**config.mk**
```make
export PLATFORM = sky130hd
export DESIGN_NAME = serial_adder_ctrl
export DESIGN_NICKNAME = d
export VERILOG_FILES = /design/src/rtl/serial_adder_ctrl.sv
export SDC_FILE = /design/constraint.sdc
export NUM_CORES = 1
export LEC_CHECK = 0
export CORE_MARGIN = 4
export CORE_UTILIZATION = 35
export CTS_BUF_LIST = sky130_fd_sc_hd__clkbuf_4 sky130_fd_sc_hd__clkbuf_8
export DETAILED_ROUTE_END_ITERATION = 12
export PLACE_DENSITY = 0.67
export SKIP_CTS_REPAIR_TIMING = 1
export SYNTH_ARGS = -nofsm -noshare
export SYNTH_HDL_FRONTEND = slang
export SYNTH_SLANG_ARGS = --single-unit
```
**constraint.sdc**
```tcl
create_clock -name clk -period 1.7 [get_ports clk]
set_clock_uncertainty 0.2 [all_clocks]
set_input_delay 0.17 -clock clk [delete_from_list [all_inputs] [get_ports clk]]
set_output_delay 0.17 -clock clk [all_outputs]
set_load 0.05 [all_outputs]
```
**src/rtl/serial_adder_ctrl.sv**
```systemverilog
// Bit-serial adder with valid/ready handshakes on both sides.
// One sum bit per clock, LSB first; result held in DONE until taken.
module serial_adder_ctrl #(
    parameter int WIDTH = 8
) (
    input  logic             clk,
    input  logic             rst,
    input  logic             in_valid,
    output logic             in_ready,
    input  logic [WIDTH-1:0] A,
    input  logic [WIDTH-1:0] B,
    input  logic             CIN,
    output logic             out_valid,
    input  logic             out_ready,
    output logic [WIDTH-1:0] S,
    output logic             C,
    output logic             busy
);

    localparam int CW = $clog2(WIDTH + 1);
    localparam logic [CW-1:0] LAST = CW'(WIDTH - 1);

    typedef enum logic [1:0] {
        IDLE = 2'd0,
        RUN  = 2'd1,
        DONE = 2'd2
    } state_t;

    state_t           state_q, state_d;
    logic [WIDTH-1:0] a_q, a_d;
    logic [WIDTH-1:0] b_q, b_d;
    logic [WIDTH-1:0] s_q, s_d;
    logic             c_q, c_d;
    logic [CW-1:0]    cnt_q, cnt_d;

    logic ha_s, ha_c, sum, carry;

    // Two half adders plus an OR form the full-adder slice.
    assign ha_s  = a_q[0] ^ b_q[0];
    assign ha_c  = a_q[0] & b_q[0];
    assign sum   = ha_s ^ c_q;
    assign carry = ha_c | (c_q & ha_s);

    always_ff @(posedge clk or posedge rst) begin
        if (rst) begin
            state_q <= IDLE;
            a_q     <= '0;
            b_q     <= '0;
            s_q     <= '0;
            c_q     <= 1'b0;
            cnt_q   <= '0;
        end else begin
            state_q <= state_d;
            a_q     <= a_d;
            b_q     <= b_d;
            s_q     <= s_d;
            c_q     <= c_d;
            cnt_q   <= cnt_d;
        end
    end

    always_comb begin
        state_d = state_q;
        a_d     = a_q;
        b_d     = b_q;
        s_d     = s_q;
        c_d     = c_q;
        cnt_d   = cnt_q;
        unique case (state_q)
            IDLE: begin
                if (in_valid) begin
                    a_d     = A;
                    b_d     = B;
                    c_d     = CIN;
                    cnt_d   = '0;
                    state_d = RUN;
                end
            end
            RUN: begin
                a_d   = a_q >> 1;
                b_d   = b_q >> 1;
                s_d   = WIDTH'({sum, s_q} >> 1);
                c_d   = carry;
                cnt_d = cnt_q + CW'(1);
                if (cnt_q == LAST) begin
                    state_d = DONE;
                end
            end
            DONE: begin
                if (out_ready) begin
                    state_d = IDLE;
                end
            end
            default: state_d = IDLE;
        endcase
    end

    assign in_ready  = (state_q == IDLE);
    assign out_valid = (state_q == DONE);
    assign busy      = (state_q != IDLE);
    assign S         = s_q;
    assign C         = c_q;

endmodule

```
==> out/metrics.yaml, run 1 <==
power:
  p_leak_nw: 0.876
  vdd_drop_max_mv: 0.678
  powerDensity_nw_per_um2: 1770
clock_tree:
  clk_latency_ps: 270
  cts_tree: "built"
  clk_path_buf_depth: 2
  htree_levels: 2
  clock_sinks: 31
  cts_buffers: 5
  clk_pin_slew_worst_paths_ps: 60
  root_buffer: "clkbuf_8"
finish:
  drive_gt1_share_pct: 19.3
  nets: 198
  area_delta_synth_final_pct: 38.1
  finalNonFillerCells: 224
  diodes: 0
global_routing:
  grt_max_degree: 32
  overflow: 0
  grt_pass1_wl_um: 5210
  antenna_found_initial: 0
  grt_usage_pct: 12.9
  first_global_vias: 1184
drt:
  viasPerCell: 4.89
  ant_nets: 0
  vias: 1096
  finalWirelength_um: 2910
  wl_per_cell_um: 13.0
  drtIter0Drc: 33
  drcViolationCount: 0
  drtPass1Iterations: 4
setup_path:
  rrSetupSlack_ps: 240
  required_ps: 1330
  worst-r2r-cell-count: 5
  r2r-start: "state_q[1]"
  start_kind: "flip-flop"
  worstPathMaxFanout: 11
  critPathKind: "reg2out"
  arrival_ps: 1230
  rr_endpoint: "cnt_q[3]"
  endpoint_kind: "output pin"
sta:
  setup_tns_ps: 0
  fin_crit_ps: 1600
  slew_headroom_pct: 74.4
  post-route-period-util_pct: 94.4
  rsz0062_at_grt: "no"
  worst_slew_pin_slew_ps: 385
  finalMaxSlewViolations: 0
  whs_ps: 76.6
  setup_viol: 0
  fin_ws_ps: 95.5
  timing.fmax_mhz: 623
  hold_violations: 0
synthesis:
  yosysSeqAreaShare_pct: 56.2
  syn_avg_cell_area_um2: 10.1
  synth_top_area_cell: "dfrtp_1"
  yosysWarningCount: 0
  netlist_area_um2: 1380
  synth_area_leaders: "dfrtp_1 56%, nand2_1 11%, a22oi_1 8.2%, o21ai_0 5.1%, a22o_1 1.9%"
  yosysMostFrequentCell: "nand2_1"
  synth_common_cells: "41 x nand2_1, 31 x dfrtp_1, 15 x a22oi_1, 14 x o21ai_0, 4 x buf_2"
  syn_nets: 160
  synth_cell_types: 26
  synth_top_area_share_pct: 56.2
  synth_edf_count: 0
  synth-main-ff-cell: "dfrtp_1"
  ys_ff_latch: 31
  postSynthCellCount: 137
  async_flop_share_pct: 100
placed_design:
  portBuffers: 32
  dp_hpwl_um: 2140
  dp.cells: 215
  dp_slack_ps: 15.7
  gp_congestion: 0.763
floorplan:
  rows: 22
  core_area_um2: 3740
  num_io_pins: 33
  initial_core_util_pct: 36.9
  dieArea_um2: 5010
  die_height_um: 70.8
  die_w_um: 70.8
job:
  drv_cap: 0
outcome:
  outcome: "complete, no violations"
hold_path:
  hp-class: "in2async"
==> through the flow <==
stage	utilization (%)	cell area, µm²	power, W
after floorplan	-	1390	0.00220
after global placement	47.5	1780	0.00260
after detailed placement	47.5	1780	0.00266
after CTS	50.7	1900	0.00341
after global routing	50.9	1910	0.00363
final	50.9	1910	0.00338
==> critical path, cell delays in order (launching register included) <==
cell and delay (ps):
dfrtp_1 380, buf_4 180, nor2_4 150, inv_1 90
buf_12 150
==> cell type report <==
| type | instances | area, µm² |
|---|---|---|
| Timing Repair Buffer | 40 | 400 |
| Multi-Input combinational cell | 94 | 539 |
| Clock buffer | 6 | 82.6 |
| Tap cell | 48 | 60.1 |
| Fill cell | 356 | 1840 |
| Inverter | 3 | 11.3 |
| Sequential cell | 31 | 777 |
| Clock inverter | 2 | 35.0 |
==> cell usage in the layout (no fill, tap or decap), types with 3 or more instances in the layout <==
cell	count
a22oi_1	15
clkbuf_8	6
buf_4	16
clkdlybuf4s50_1	20
buf_12	4
inv_1	3
a22o_1	3
dfrtp_1	30
nand2_1	41
o21ai_0	14
==> power by group <==
group          leakage (nW)  switching [W]  total, W  internal (W)
Combinational         0.413       0.000831   0.00140      0.000574
Clock                0.0612       0.000262  0.000736      0.000474
Sequential            0.401       0.000215   0.00124       0.00102
==> cell families (layout without fill, tap and decap cells) <==
| logic type | Yosys count | after routing | share of synthesized area, % |
|---|---|---|---|
| simple gates | 51 | 51 | 16.0 |
| buf+inv | 12 | 51 | 5.26 |
| fa+ha+maj | 2 | 2 | 2.36 |
| mux | 1 | 1 | 0.816 |
| flops | 31 | 31 | 56.2 |
| compound gates | 40 | 40 | 19.4 |
==> routing by layer <==
metal	global-route usage [%]	part of all wire, %	vias up
met5	0	0	-
met1	16.7	47	511
li1	-	-	545
met3	4.69	7.0	2
met4	3.97	0.52	0
met2	20.3	45	38
==> worst max path at each step <==
stage | startpoint | end | slack [ps] | cells after the start
final | state_q[1] | busy | 100 | 4
after global routing | state_q[1] | busy | 20 | 4
after CTS | state_q[0] | busy | 30 | 3
after detailed placement | in_valid | a_q[2] | 20 | 4
after global placement | in_valid | b_q[5] | 60 | 4
after floorplan | C | C | 80 | 3
==> sequential cells by signal (all words and copies together), names as in the netlist <==
| signal | count |
|---|---|
| C | 1 |
| b_q | 8 |
| state_q | 2 |
| S | 8 |
| cnt_q | 4 |
| a_q | 8 |
Note: power is estimated with default switching activity, not from simulation.
==> inputs of run 2 (changes only) <==
--- a/config.mk
+++ b/config.mk
@@ -5,7 +5,7 @@
 export SDC_FILE = /design/constraint.sdc
 export NUM_CORES = 1
 export LEC_CHECK = 0
-export CORE_MARGIN = 4
+export CORE_MARGIN = 3
 export CORE_UTILIZATION = 35
 export CTS_BUF_LIST = sky130_fd_sc_hd__clkbuf_4 sky130_fd_sc_hd__clkbuf_8
 export DETAILED_ROUTE_END_ITERATION = 12
==> run 2 against run 1 <==
Against the previous run:
- sequential power hardly changed
- global-route usage is 2.0 points higher
- die area is 5.6% lower
- combinational power is 4% higher
- worst setup slack worse by 23 ps
- via count is 5.7% higher
- fmax is 1.4% lower
- critical path depth stayed put
- register-to-register slack worse by 80 ps
- cell count is 1.3% higher
- sequential cell count stayed put
- sequential share of layout area is 0.17 points higher
- critical path type unchanged
==> out/metrics.yaml, run 2 (synthesis gave the netlist of run 1 again) <==
outcome:
  outcome: "complete, no violations"  # unchanged
global_routing:
  grt_usage_pct: 15.0  # was 12.9%
  antenna_found_initial: 0  # unchanged
  overflow: 0  # unchanged
  grt_max_degree: 32  # unchanged
  grt_pass1_wl_um: 5240  # was 5210 µm
  first_global_vias: 1142  # was 1184
sta:
  fin_ws_ps: 72.3  # was 95.5 ps
  hold_violations: 0  # unchanged
  timing.fmax_mhz: 614  # was 623 MHz
  setup_viol: 0  # unchanged
  post-route-period-util_pct: 95.7  # was 94.4%
  finalMaxSlewViolations: 0  # unchanged
  worst_slew_pin_slew_ps: 636  # was 385 ps
  setup_tns_ps: 0  # unchanged
  whs_ps: 80.7  # was 76.6 ps
  slew_headroom_pct: 57.5  # was 74.4%
  fin_crit_ps: 1630  # was 1600 ps
  rsz0062_at_grt: "no"  # unchanged
finish:
  nets: 201  # was 198
  layout_commonest_cell: "nand2_1"  # unchanged
  diodes: 0  # unchanged
  final_cell_mix: "41 x nand2_1, 29 x dfrtp_1, 20 x clkdlybuf4s50_1"  # was 41 x nand2_1, 30 x dfrtp_1, 20 x clkdlybuf4s50_1
  drive_gt1_share_pct: 21.2  # was 19.3%
  area_delta_synth_final_pct: 37.7  # was 38.1%
job:
  drv_cap: 0  # unchanged
setup_path:
  required_ps: 1330  # about the same
  arrival_ps: 1260  # was 1230 ps
  worstPathMaxFanout: 5  # was 11
  critPathKind: "reg2out"  # unchanged
  rrSetupSlack_ps: 160  # was 240 ps
  start_kind: "flip-flop"  # unchanged
  endpoint_kind: "output pin"  # unchanged
floorplan:
  rows: 22  # unchanged
  dieArea_um2: 4730  # was 5010 µm²
  num_io_pins: 33  # unchanged
  initial_core_util_pct: 36.9  # unchanged
  core_area_um2: 3740  # unchanged
  die_height_um: 68.8  # was 70.8 µm
  die_w_um: 68.8  # was 70.8 µm
drt:
  viasPerCell: 5.10  # was 4.89
  drtPass1Iterations: 4  # unchanged
  drtIter0Drc: 82  # was 33
  drcViolationCount: 0  # unchanged
  finalWirelength_um: 3030  # was 2910 µm
  ant_nets: 0  # unchanged
  vias: 1158  # was 1096
  wl_per_cell_um: 13.3  # was 13.0 µm
clock_tree:
  clk_path_buf_depth: 2  # unchanged
  htree_levels: 2  # unchanged
  clock_sinks: 31  # unchanged
  clk_latency_ps: 280  # was 270 ps
  root_buffer: "clkbuf_8"  # unchanged
  cts_tree: "built"  # unchanged
  cts_buffers: 5  # unchanged
  clk_pin_slew_worst_paths_ps: 60  # about the same
power:
  powerDensity_nw_per_um2: 1720  # was 1770 nW/µm²
  p_leak_nw: 0.876  # about the same
  p_switching_w: 0.00132  # was 0.00131 W
  seqPwrFrac_pct: 37.9  # was 36.6%
  cell_internal_pwr_w: 0.00194  # was 0.00207 W
  pwr-share-clk_pct: 17.4  # was 21.8%
  vdd_drop_max_mv: 0.810  # was 0.678 mV
  sw_frac_of_total_pct: 40.5  # was 38.7%
  power_w: 0.00326  # was 0.00338 W
  pwr-share-comb_pct: 44.7  # was 41.6%
placed_design:
  portBuffers: 32  # unchanged
  gp_congestion: 0.759  # was 0.763
  dp_hpwl_um: 2240  # was 2140 µm
  dp_slack_ps: -37.6  # was 15.7 ps
hold_path:
  hp-class: "in2async"  # unchanged
run 2: cell types whose count changed in the layout (fill, tap and decap cells not counted):
cell	change
buf_4	+3
bufinv_16	-1
clkbuf_4	+2
clkbuf_8	-1
dfrtp_1	-1
dfrtp_2	+1
run 2: layout make-up:
type | count | area [µm²]
Tap cell | 48 | 60.1
Inverter | 3 | 11.3
Clock inverter | 1 | 5.00
Multi-Input combinational cell | 94 | 539
Fill cell | 350 | 1840
Timing Repair Buffer | 43 | 423
Sequential cell | 31 | 778
Clock buffer | 7 | 83.8
run 2: stage by stage:
stage | utilization, % | cell area [µm²] | std cells
detailed placement | 47.7 | 1790 | 216
CTS | 50.1 | 1880 | 224
global placement | 47.7 | 1790 | 216
finish | 50.8 | 1900 | 227
global route | 50.8 | 1900 | 227
floorplan | - | 1390 | 137
run 2: critical path, cell delays in order, from the launching register on:
cell and delay [ps]:
dfrtp_2 430, buf_4 170, nor2_4 130, buf_4 130
buf_12 120
run 2: per-layer routing:
metal  wire length, µm  share of wire, %  GRT usage [%]
met4                29              0.96           3.65
met2              1410                47           24.1
met3               248               8.2           6.16
met5                 0                 0              0
met1              1340                44           18.7
run 2: final timing paths:
| check | start | endpoint | depth (start not counted) |
|---|---|---|---|
| max in group asynchronous | rst | state_q[0] | 3 |
| worst max register to register | state_q[1] | state_q[1] | 2 |
| worst max-delay path | state_q[0] | in_ready | 4 |
| worst min-delay path | rst | S[4] | 3 |
| min in group clk | a_q[1] | a_q[1] | 2 |
| worst min register to register | a_q[1] | a_q[1] | 2 |
run 2: power by group through the flow:
stage               registers, W  logic (W)  clock network, W
floorplan                0.00149   0.000714                 0
global placement         0.00123    0.00138                 0
detailed placement       0.00125    0.00143                 0
CTS                      0.00124    0.00144          0.000588
global route             0.00127    0.00161          0.000625
finish                   0.00124    0.00146          0.000568
==> inputs of run 3 (changes only) <==
--- a/config.mk
+++ b/config.mk
@@ -9,7 +9,7 @@
 export CORE_UTILIZATION = 35
 export CTS_BUF_LIST = sky130_fd_sc_hd__clkbuf_4 sky130_fd_sc_hd__clkbuf_8
 export DETAILED_ROUTE_END_ITERATION = 12
-export PLACE_DENSITY = 0.67
+export PLACE_DENSITY = 0.69
 export SKIP_CTS_REPAIR_TIMING = 1
 export SYNTH_ARGS = -nofsm -noshare
 export SYNTH_HDL_FRONTEND = slang
==> constraint.sdc (replaced) <==
create_clock -name clk -period 1.39 [get_ports clk]
set_clock_uncertainty 0.2 [all_clocks]
set_input_delay 0.139 -clock clk [delete_from_list [all_inputs] [get_ports clk]]
set_output_delay 0.139 -clock clk [all_outputs]
set_load 0.05 [all_outputs]
==> run 3 against run 2 <==
Against the previous run:
- the flow now finishes with violations (setup timing)
- clock power up 26%
- cell count rose by 6.2%
- design area rose by 18%
- sequential share of layout area is 6.3 points lower
- non-clock buffer count is 14 higher
- largest power group unchanged
- register-to-register slack worse by 330 ps
==> out/metrics.yaml, run 3 (synthesis gave the netlist of run 1 again) <==
outcome:
  outcome: "finished, violations left"  # was complete, no violations
  violations: "setup timing"
clock_tree:
  root_buffer: "clkbuf_8"  # unchanged
  clk_latency_ps: 280  # about the same
  cts_buffers: 5  # unchanged
  clock_sinks: 31  # unchanged
  htree_levels: 2  # unchanged
  clk_pin_slew_worst_paths_ps: 60  # about the same
  cts_tree: "built"  # unchanged
  clk_path_buf_depth: 2  # unchanged
floorplan:
  initial_core_util_pct: 36.9  # unchanged
  core_area_um2: 3740  # unchanged
  die_height_um: 68.8  # unchanged
  die_w_um: 68.8  # unchanged
  rows: 22  # unchanged
  dieArea_um2: 4730  # unchanged
  num_io_pins: 33  # unchanged
finish:
  nets: 215  # was 201
  multi_input_area_um2: 579  # was 539 µm²
  fill_cells: 305  # was 350
  design_area_um2: 2250  # was 1900 µm²
  area_delta_synth_final_pct: 63.2  # was 37.7%
  final_cell_mix: "39 x nand2_1, 28 x dfrtp_1, 20 x clkdlybuf4s50_1"  # was 41 x nand2_1, 29 x dfrtp_1, 20 x clkdlybuf4s50_1
  drive_gt1_share_pct: 31.6  # was 21.2%
  regArea_um2: 779  # was 778 µm²
  layout_commonest_cell: "nand2_1"  # unchanged
  diodes: 0  # unchanged
setup_path:
  endpoint_kind: "output pin"  # unchanged
  worstPathMaxFanout: 4  # was 5
  start_kind: "flip-flop"  # unchanged
  required_ps: 1050  # was 1330 ps
  critPathKind: "reg2out"  # unchanged
  worst-r2r-cell-count: 5  # was 2
  arrival_ps: 1220  # was 1260 ps
sta:
  fin_crit_ps: 1560
  finalMaxSlewViolations: 0  # unchanged
  setup_viol: 25  # was 0
  timing.fmax_mhz: 641
  fin_ws_ps: -170  # was 72.3 ps
  slew_headroom_pct: 82.5  # was 57.5%
  worst_slew_pin_slew_ps: 262  # was 636 ps
  hold_violations: 0  # unchanged
  rsz0062_at_grt: "yes"  # was no
  post-route-period-util_pct: 112
drt:
  wl_per_cell_um: 14.9  # was 13.3 µm
  drtIter0Drc: 80  # was 82
  drtPass1Iterations: 4  # unchanged
  viasPerCell: 5.14  # was 5.10
  ant_nets: 0  # unchanged
  finalWirelength_um: 3600  # was 3030 µm
  vias: 1238  # was 1158
  drcViolationCount: 0  # unchanged
job:
  drv_cap: 0  # unchanged
power:
  vdd_drop_max_mv: 1.13  # was 0.810 mV
  powerDensity_nw_per_um2: 2110  # was 1720 nW/µm²
  p_leak_nw: 1.02  # was 0.876 nW
global_routing:
  antenna_found_initial: 0  # unchanged
  grt_pass1_wl_um: 5180  # was 5240 µm
  overflow: 0  # unchanged
  first_global_vias: 1146  # was 1142
  grt_max_degree: 32  # unchanged
  grt_usage_pct: 15.0  # about the same
placed_design:
  dp_hpwl_um: 2250  # was 2240 µm
  placed_cell_area_um2: 1930  # was 1790 µm²
  gp_congestion: 0.778  # was 0.759
  portBuffers: 32  # unchanged
  dp_slack_ps: -230  # was -37.6 ps
hold_path:
  hp-class: "in2async"  # unchanged
run 3: cell count changes in the layout (fill, tap and decap cells not counted), sizes merged:
cell | before | now
clkinv | 1 | 0
clkbuf | 7 | 10
buf | 23 | 35
run 3: layout make-up:
type / count / share of cell area [%]
sequential: 31 / 34.6
clock buffer: 8 / 4.06
inverter: 3 / 0.500
tap: 48 / 2.67
multi-input combinational: 94 / 25.7
timing repair buffer: 57 / 32.4
run 3: through the flow:
stage | utilization (%) | hold slack (ps) | std cells | setup TNS, ps | power [W]
detailed placement | 51.5 | 272 | 219 | -3050 | 0.00362
floorplan | - | 42.4 | 137 | -391 | 0.00270
global placement | 51.5 | 264 | 219 | -1930 | 0.00352
global route | 60.2 | 53.9 | 241 | -3730 | 0.00506
CTS | 53.9 | 36.0 | 227 | -1560 | 0.00434
finish | 60.2 | 26.1 | 241 | -2540 | 0.00475
run 3: per-layer routing:
| layer | part of all wire [%] | up-vias | global-route usage, % |
|---|---|---|---|
| li1 | - | 585 | - |
| met1 | 41 | 607 | 18.5 |
| met2 | 51 | 41 | 24.8 |
| met3 | 6.5 | 5 | 5.67 |
| met4 | 1.3 | 0 | 3.65 |
| met5 | 0 | - | 0 |
run 3: worst paths after layout:
kind / start / end / slack (ps)
min in group clk: out_ready / state_q[1] / 270
setup / recovery: state_q[1] / busy / -170
setup reg to reg: state_q[1] / b_q[7] / -170
hold reg to reg: b_q[2] / b_q[2] / 300
hold / removal: rst / b_q[0] / 30
max in group asynchronous: rst / C / 790
run 3: power breakdown:
part	internal, W	switching (W)
sequential	0.00125	0.000330
clock	0.000413	0.000303
combinational	0.00127	0.00119
total	0.00293	0.00182
run 3: worst max-delay path, stage by stage, from the launching register on:
cell and delay [ps]:
dfrtp_2 450, buf_12 140, nor2_4 140, inv_2 60, buf_12 140
